===== config.mk =====
export PLATFORM = sky130hd
export DESIGN_NAME = if_stage
export DESIGN_NICKNAME = d
export VERILOG_FILES = /design/src/rtl/if_stage.sv
export SDC_FILE = /design/constraint.sdc
export NUM_CORES = 2
export LEC_CHECK = 0
export BUFFER_PORTS_ARGS = -buffer_cell sky130_fd_sc_hd__buf_2
export CORE_MARGIN = 2
export CORE_UTILIZATION = 55
export DETAILED_ROUTE_END_ITERATION = 16
export PLACE_DENSITY = 0.79
export SLEW_MARGIN = 20
export SYNTH_ARGS = -nofsm -noshare
export SYNTH_HDL_FRONTEND = slang
export SYNTH_SLANG_ARGS = --single-unit

===== constraint.sdc =====
create_clock -name clk -period 5.4 [get_ports clk]
set_input_delay 1.08 -clock clk [delete_from_list [all_inputs] [get_ports clk]]
set_output_delay 1.08 -clock clk [all_outputs]
set_load 0.01 [all_outputs]

===== src/rtl/if_stage.sv =====
// Instruction-fetch stage: PC register, byte-wide instruction memory with loader port, IF/ID register.
// Optional performance counters are compiled in with `define IF_PERF_CNT_EN.
module if_stage #(
  parameter int          IMEM_BYTES = 256,
  parameter logic [63:0] RESET_PC   = 64'h0,
  parameter logic [31:0] NOP_INSTR  = 32'h00000013
) (
  input  logic                          clk,
  input  logic                          reset,
  input  logic                          stall,
  input  logic                          flush,
  input  logic                          branch_taken,
  input  logic [63:0]                   branch_target,
  input  logic                          imem_wr_en,
  input  logic [$clog2(IMEM_BYTES)-1:0] imem_wr_addr,
  input  logic [7:0]                    imem_wr_data,
  output logic [63:0]                   PC_Out,
  output logic [31:0]                   Instruction,
  output logic [63:0]                   IFID_PC,
  output logic [31:0]                   IFID_Instruction,
  output logic                          IFID_valid
`ifdef IF_PERF_CNT_EN
  ,
  output logic [31:0]                   fetch_count,
  output logic [31:0]                   stall_count
`endif
);

  localparam int AW = $clog2(IMEM_BYTES);

  logic [7:0]  mem [IMEM_BYTES];

  logic [63:0] pc_reg, pc_next;
  logic [63:0] ifid_pc_reg, ifid_pc_next;
  logic [31:0] ifid_instr_reg, ifid_instr_next;
  logic        ifid_valid_reg, ifid_valid_next;

  // Branch targets are forced word-aligned, so the low two bits are never consumed.
  logic        unused_target_bits;
  assign unused_target_bits = ^branch_target[1:0];

  always_ff @(posedge clk) begin
    if (imem_wr_en) begin
      mem[imem_wr_addr] <= imem_wr_data;
    end
  end

  // Little-endian word fetch; the index wraps modulo the memory size.
  generate
    for (genvar gi = 0; gi < 4; gi++) begin : g_fetch_byte
      logic [AW-1:0] byte_addr;
      assign byte_addr = {pc_reg[AW-1:2], 2'(gi)};
      assign Instruction[8*gi +: 8] = mem[byte_addr];
    end
  endgenerate

  always_comb begin
    pc_next         = pc_reg;
    ifid_pc_next    = ifid_pc_reg;
    ifid_instr_next = ifid_instr_reg;
    ifid_valid_next = ifid_valid_reg;
    if (branch_taken) begin
      pc_next         = {branch_target[63:2], 2'b00};
      ifid_pc_next    = 64'h0;
      ifid_instr_next = NOP_INSTR;
      ifid_valid_next = 1'b0;
    end else if (flush) begin
      if (!stall) begin
        pc_next = pc_reg + 64'd4;
      end
      ifid_pc_next    = 64'h0;
      ifid_instr_next = NOP_INSTR;
      ifid_valid_next = 1'b0;
    end else if (!stall) begin
      pc_next         = pc_reg + 64'd4;
      ifid_pc_next    = pc_reg;
      ifid_instr_next = Instruction;
      ifid_valid_next = 1'b1;
    end
  end

  always_ff @(posedge clk or posedge reset) begin
    if (reset) begin
      pc_reg         <= RESET_PC;
      ifid_pc_reg    <= 64'h0;
      ifid_instr_reg <= NOP_INSTR;
      ifid_valid_reg <= 1'b0;
    end else begin
      pc_reg         <= pc_next;
      ifid_pc_reg    <= ifid_pc_next;
      ifid_instr_reg <= ifid_instr_next;
      ifid_valid_reg <= ifid_valid_next;
    end
  end

  assign PC_Out           = pc_reg;
  assign IFID_PC          = ifid_pc_reg;
  assign IFID_Instruction = ifid_instr_reg;
  assign IFID_valid       = ifid_valid_reg;

`ifdef IF_PERF_CNT_EN
  logic [31:0] fetch_count_reg, stall_count_reg;

  always_ff @(posedge clk or posedge reset) begin
    if (reset) begin
      fetch_count_reg <= 32'h0;
      stall_count_reg <= 32'h0;
    end else if (!branch_taken && !flush) begin
      if (stall) begin
        stall_count_reg <= stall_count_reg + 32'd1;
      end else begin
        fetch_count_reg <= fetch_count_reg + 32'd1;
      end
    end
  end

  assign fetch_count = fetch_count_reg;
  assign stall_count = stall_count_reg;
`endif

endmodule


## After elaboration in Yosys (flattened, before gate mapping)

Memory sizes are Yosys's and may differ from the RTL's.
Cells that the tools add are included.

- Register bits after elaboration: 161
- Memories: 1
- Input port bits: 86
- RAM bits: 2048

- Mux-type cells: 13
- Add/subtract/negate cells: 1
- Eq/ne operators: 2

Memories:

| memory | depth | width | rd ports | clocked after memory_dff | write ports | RTL line | source |
|---|---|---|---|---|---|---|---|
| mem | 256 | 8 | 4 | 0 | 1 | 31 | `logic [7:0] mem [IMEM_BYTES];` |

Operators by type and width:

| operator | count |
|---|---|
| two-way mux 64 bit | 5 |
| two-way mux 32 bit | 3 |
| adder 64 x 3 -> 64 bit (second input constant) | 1 |
| two-way mux 1 bit | 5 |
| inequality test 3 x 1 -> 1 bit (second input constant) | 1 |
| inequality test 2 x 1 -> 1 bit (second input constant) | 1 |

## Longest topological paths before layout

An unclocked memory read counts as a cell.

- Word-level depth: 4
- Depth in mapped cells: 12

## Worst setup path after synthesis

OpenSTA, ideal clock, no wires.

- Path kind: reg2out
- From: reg pc_reg[2] (netlist: PC_Out[2])
- To: out Instruction[4]
- Arrival time: 2270 ps
- Buffers on the path: 5
- Slack: 2050 ps
- Cell stages (with the launch flop): 12
- Cells stage by stage: dfrtp_1 buf_6 buf_6 buf_4 buf_4 buf_4 mux2i_1 o22ai_1 a211oi_1 nor3_1 a211oi_1 nand2_1

- Longest elaborated chain between the ends: 1

Ends and longest elaborated chain:

| what | RTL line | source |
|---|---|---|
| start: declaration | 33 | `logic [63:0] pc_reg, pc_next;` |
| start signal: assignment | 89 | `pc_reg <= pc_next;` |
| memory (256 x 8 bit) | n/a |  |
| end: declaration | 18 | `output logic [31:0] Instruction,` |

Every way passes these cells.

## Final worst setup path

- From: reg pc_reg[4] (netlist: PC_Out[4])
- To: out Instruction[28]

The elaborated chain is that of the path after synthesis.

==> results.yml <==
timing:
  hold_viol: 0
  max_slew_margin_pct: 15.8
  worst_pin_slew_ns: 1.26
  max_freq_mhz: 189
  period_share_pct: 97.8
  finalSetupViolCount: 0
  skew_ns: 0.0492
  setup_ws_ns: 0.119
  finalSetupTns_ns: 0
  maxSlewViolCount: 0
  rsz0062_at_grt: "false"
  final.min_clock_period_ns: 5.28
  whs_ns: 0.377
detailed_routing:
  drt-total-wl_mm: 226
  dr.pass1.iters: 6
  ant_nets: 0
  drc: 0
  wl_per_cell_um: 30.8
  drt_first_iter_violations: 7097
  via_per_inst: 6.56
  vias: 48200
clock_tree:
  clockBufferDepth: 3
  clk_transition_reported_paths_ns: 0.06
  clkSinkCount: 2206
  numCtsBuffers: 210
  clkLatencyLatePin_ns: 0.87
  cts_hold_buffers: 0
  htreeDepth: 4
  root_buffer: "clkbuf_16"
  cts_tree: "built"
power:
  pwr-share-clk_pct: 38.5
  power_density_mw_per_mm2: 380
  p_int_mw: 28.1
  switchingPower_mw: 9.02
  p_comb_share_pct: 10.4
  power_frac_seq_pct: 51.1
  power.leakage_nw: 32.9
  swShare_pct: 24.3
  ir_worst_vdd_mv: 0.452
  fin_total_pwr_mw: 37.1
placed_design:
  place_hpwl_mm: 138
  pre_cts_ws_ns: 0.902
  place_area_mm2: 0.0909
  dp.cells: 6927
  io_buffers: 274
  place.gp.congestion: 0.898
setup_path:
  cp_slowest_cell: "dfrtp_4"
  critPathTopFamily: "buffers and inverters"
  crit_required_ns: 4.32
  endpoint_kind: "output pin"
  crit_path_cell_trace: "buf_4, nand2b_2, buf_4, nor2_1, nor3_1, a21oi_1, a22o_1, buf_2"
  path_class: "flip-flop to output pin"
  cp.arrival_ns: 4.20
  cpPeakStageDelay_ns: 0.71
  crit_path_start_kind: "flip-flop"
  cpMostUsedCell: "buf_4"
  cp_num_buf_inv: 3
  path_max_fanout: 22
cells_and_area:
  drive_above_1_share_pct: 21.1
  area_growth_syn_to_layout_pct: 12.7
  post-route-util_pct: 62.5
  design_area_mm2: 0.0978
  nNetsFinal: 5176
  instances_no_fill: 7340
yosys:
  ys_seq_elements: 2206
  ys_types: 67
  synth_flop_cell: "edfxtp_1"
  synth_edf_count: 2048
  synth_cells: 4711
  synth_area_mm2: 0.0868
  async_flop_share_pct: 7.16
  yosys_warnings: 0
  avgSynthCellArea_um2: 18.4
  ys_seq_area_share_pct: 75.5
global_route:
  antenna_found_initial: 17
  overflow: 0
  grt_pass1_vias: 48200
  grt_pass1_wl_mm: 325
  grt_max_degree: 158
  grt.total_usage_pct: 27.8
floorplanning:
  die_width_um: 401
  core_region_area_mm2: 0.156
  fp-row-count: 145
  die_area_mm2: 0.161
  initial_utilization_pct: 55.5
  ios: 279
  die_h_um: 401
hold_path:
  hp-class: "input port to async pin"
flow_run:
  maxCapViolCount: 0
outcome:
  status: "complete, no violations"
power by group through the flow:
stage                     clock network [mW]  logic, mW  registers (mW)
after global routing                    15.0       4.02            18.9
after floorplan                            0       2.20            19.2
after global placement                     0       3.68            19.3
final                                   14.3       3.87            18.9
after CTS                               14.3       3.79            18.9
after detailed placement                   0       3.75            19.3
worst register-to-register path, delay by kind of cell, from the launching register on:
kind,cells,cell delay [ns]
AOI/OAI and AO/OA,1,0.07
xor gates and xnor gates,1,0.17
buffers and inverters,1,0.55
DFF,1,0.71
and+or+nand+nor,4,2.28
layout by cell type, fill, tap and decap left out, types with 11 or more instances in the layout:
master	netlist	routed
clkbuf_16	0	213
a211oi_1	55	55
a22o_1	95	95
buf_4	30	175
inv_1	12	11
o21ai_0	88	88
buf_2	58	265
bufinv_16	0	11
nand3_1	71	69
clkinv_2	0	55
a221o_1	16	16
nor2_1	309	307
mux4_2	278	278
mux2_2	11	11
clkinv_1	1	45
edfxtp_1	2048	2048
and3_1	20	20
xor2_1	25	25
o22ai_1	119	119
mux2i_1	500	500
dfrtp_1	155	149
nor2b_1	16	12
nand4_1	27	27
o221ai_1	51	51
buf_12	0	24
nand2_1	149	147
clkbuf_1	163	41
nor3_1	29	28
xnor2_1	34	34
a22oi_1	109	109
clkbuf_8	0	16
a21oi_1	77	77
cell families (layout without fill, tap and decap cells):
kind of cell / count (synthesis) / count (layout) / share of synthesized area [%]
flops: 2206 / 2206 / 75.5
mux: 789 / 789 / 13.1
buf+inv: 322 / 882 / 1.97
other cells: 1 / 12 / 0.00432
simple gates: 675 / 675 / 3.52
xor+xnor: 59 / 59 / 0.596
compound gates: 658 / 658 / 5.31
fa+ha+maj: 1 / 1 / 0.0144
path summary, 6_finish.rpt:
| check | depth (start not counted) | end | slack [ns] | start |
|---|---|---|---|---|
| setup / recovery | 8 | Instruction[28] | 0.12 | PC_Out[4] |
| hold / removal | 2 | IFID_PC[15] | 0.38 | reset |
| setup reg to reg | 7 | PC_Out[51] | 1.52 | PC_Out[4] |
| hold reg to reg | 2 | IFID_PC[54] | 0.48 | IFID_PC[54] |
| max in group asynchronous | 3 | IFID_Instruction[29] | 4.00 | reset |
| min in group clk | 3 | PC_Out[30] | 0.43 | branch_target[30] |
per-layer routing:
layer | vias to the layer above | GRT usage [%] | part of all wire (%)
met1 | 24500 | 35.8 | 35
li1 | 19800 | - | -
met2 | 3253 | 44.1 | 48
met3 | 630 | 7.75 | 12
met4 | 14 | 12.8 | 4.9
met5 | - | 0 | 0.046
synthesized netlist by cell type (all sizes together) (30+ instances only):
cell | n | area share, %
edfxtp | 2048 | 71
mux2i | 500 | 5.8
nor2 | 309 | 1.3
mux4 | 278 | 7.2
clkbuf | 163 | 0.71
dfrtp | 155 | 4.5
nand2 | 149 | 0.64
buf | 146 | 1.2
o22ai | 119 | 0.86
a22oi | 109 | 0.94
o21ai | 96 | 0.55
a22o | 95 | 0.96
a21oi | 77 | 0.44
nand3 | 72 | 0.42
a211oi | 55 | 0.48
o221ai | 51 | 0.51
xnor2 | 34 | 0.34
nand4 | 30 | 0.25
cell type report:
cell class | instances | area [um^2]
antenna | 10 | 25.0
clock buffer | 264 | 5610
clock inverter | 131 | 1080
fill | 10400 | 58600
inverter | 13 | 56.3
multi-input combinational | 2184 | 19700
sequential | 2206 | 65500
tap | 2058 | 2570
timing repair buffer | 474 | 3290
registers in the layout, summed over array words and instances (netlist names):
signal,count
IFID_Instruction,32
IFID_PC,63
IFID_valid,1
PC_Out,62
mem,2048
what timing repair did:
item / CTS / global route
setup buffers: 0 / 6
setup endpoints to repair: 0 / 3
hold endpoints to repair: 0 / 0
resized for setup: 0 / 1
(Power assumes the default switching activity.)
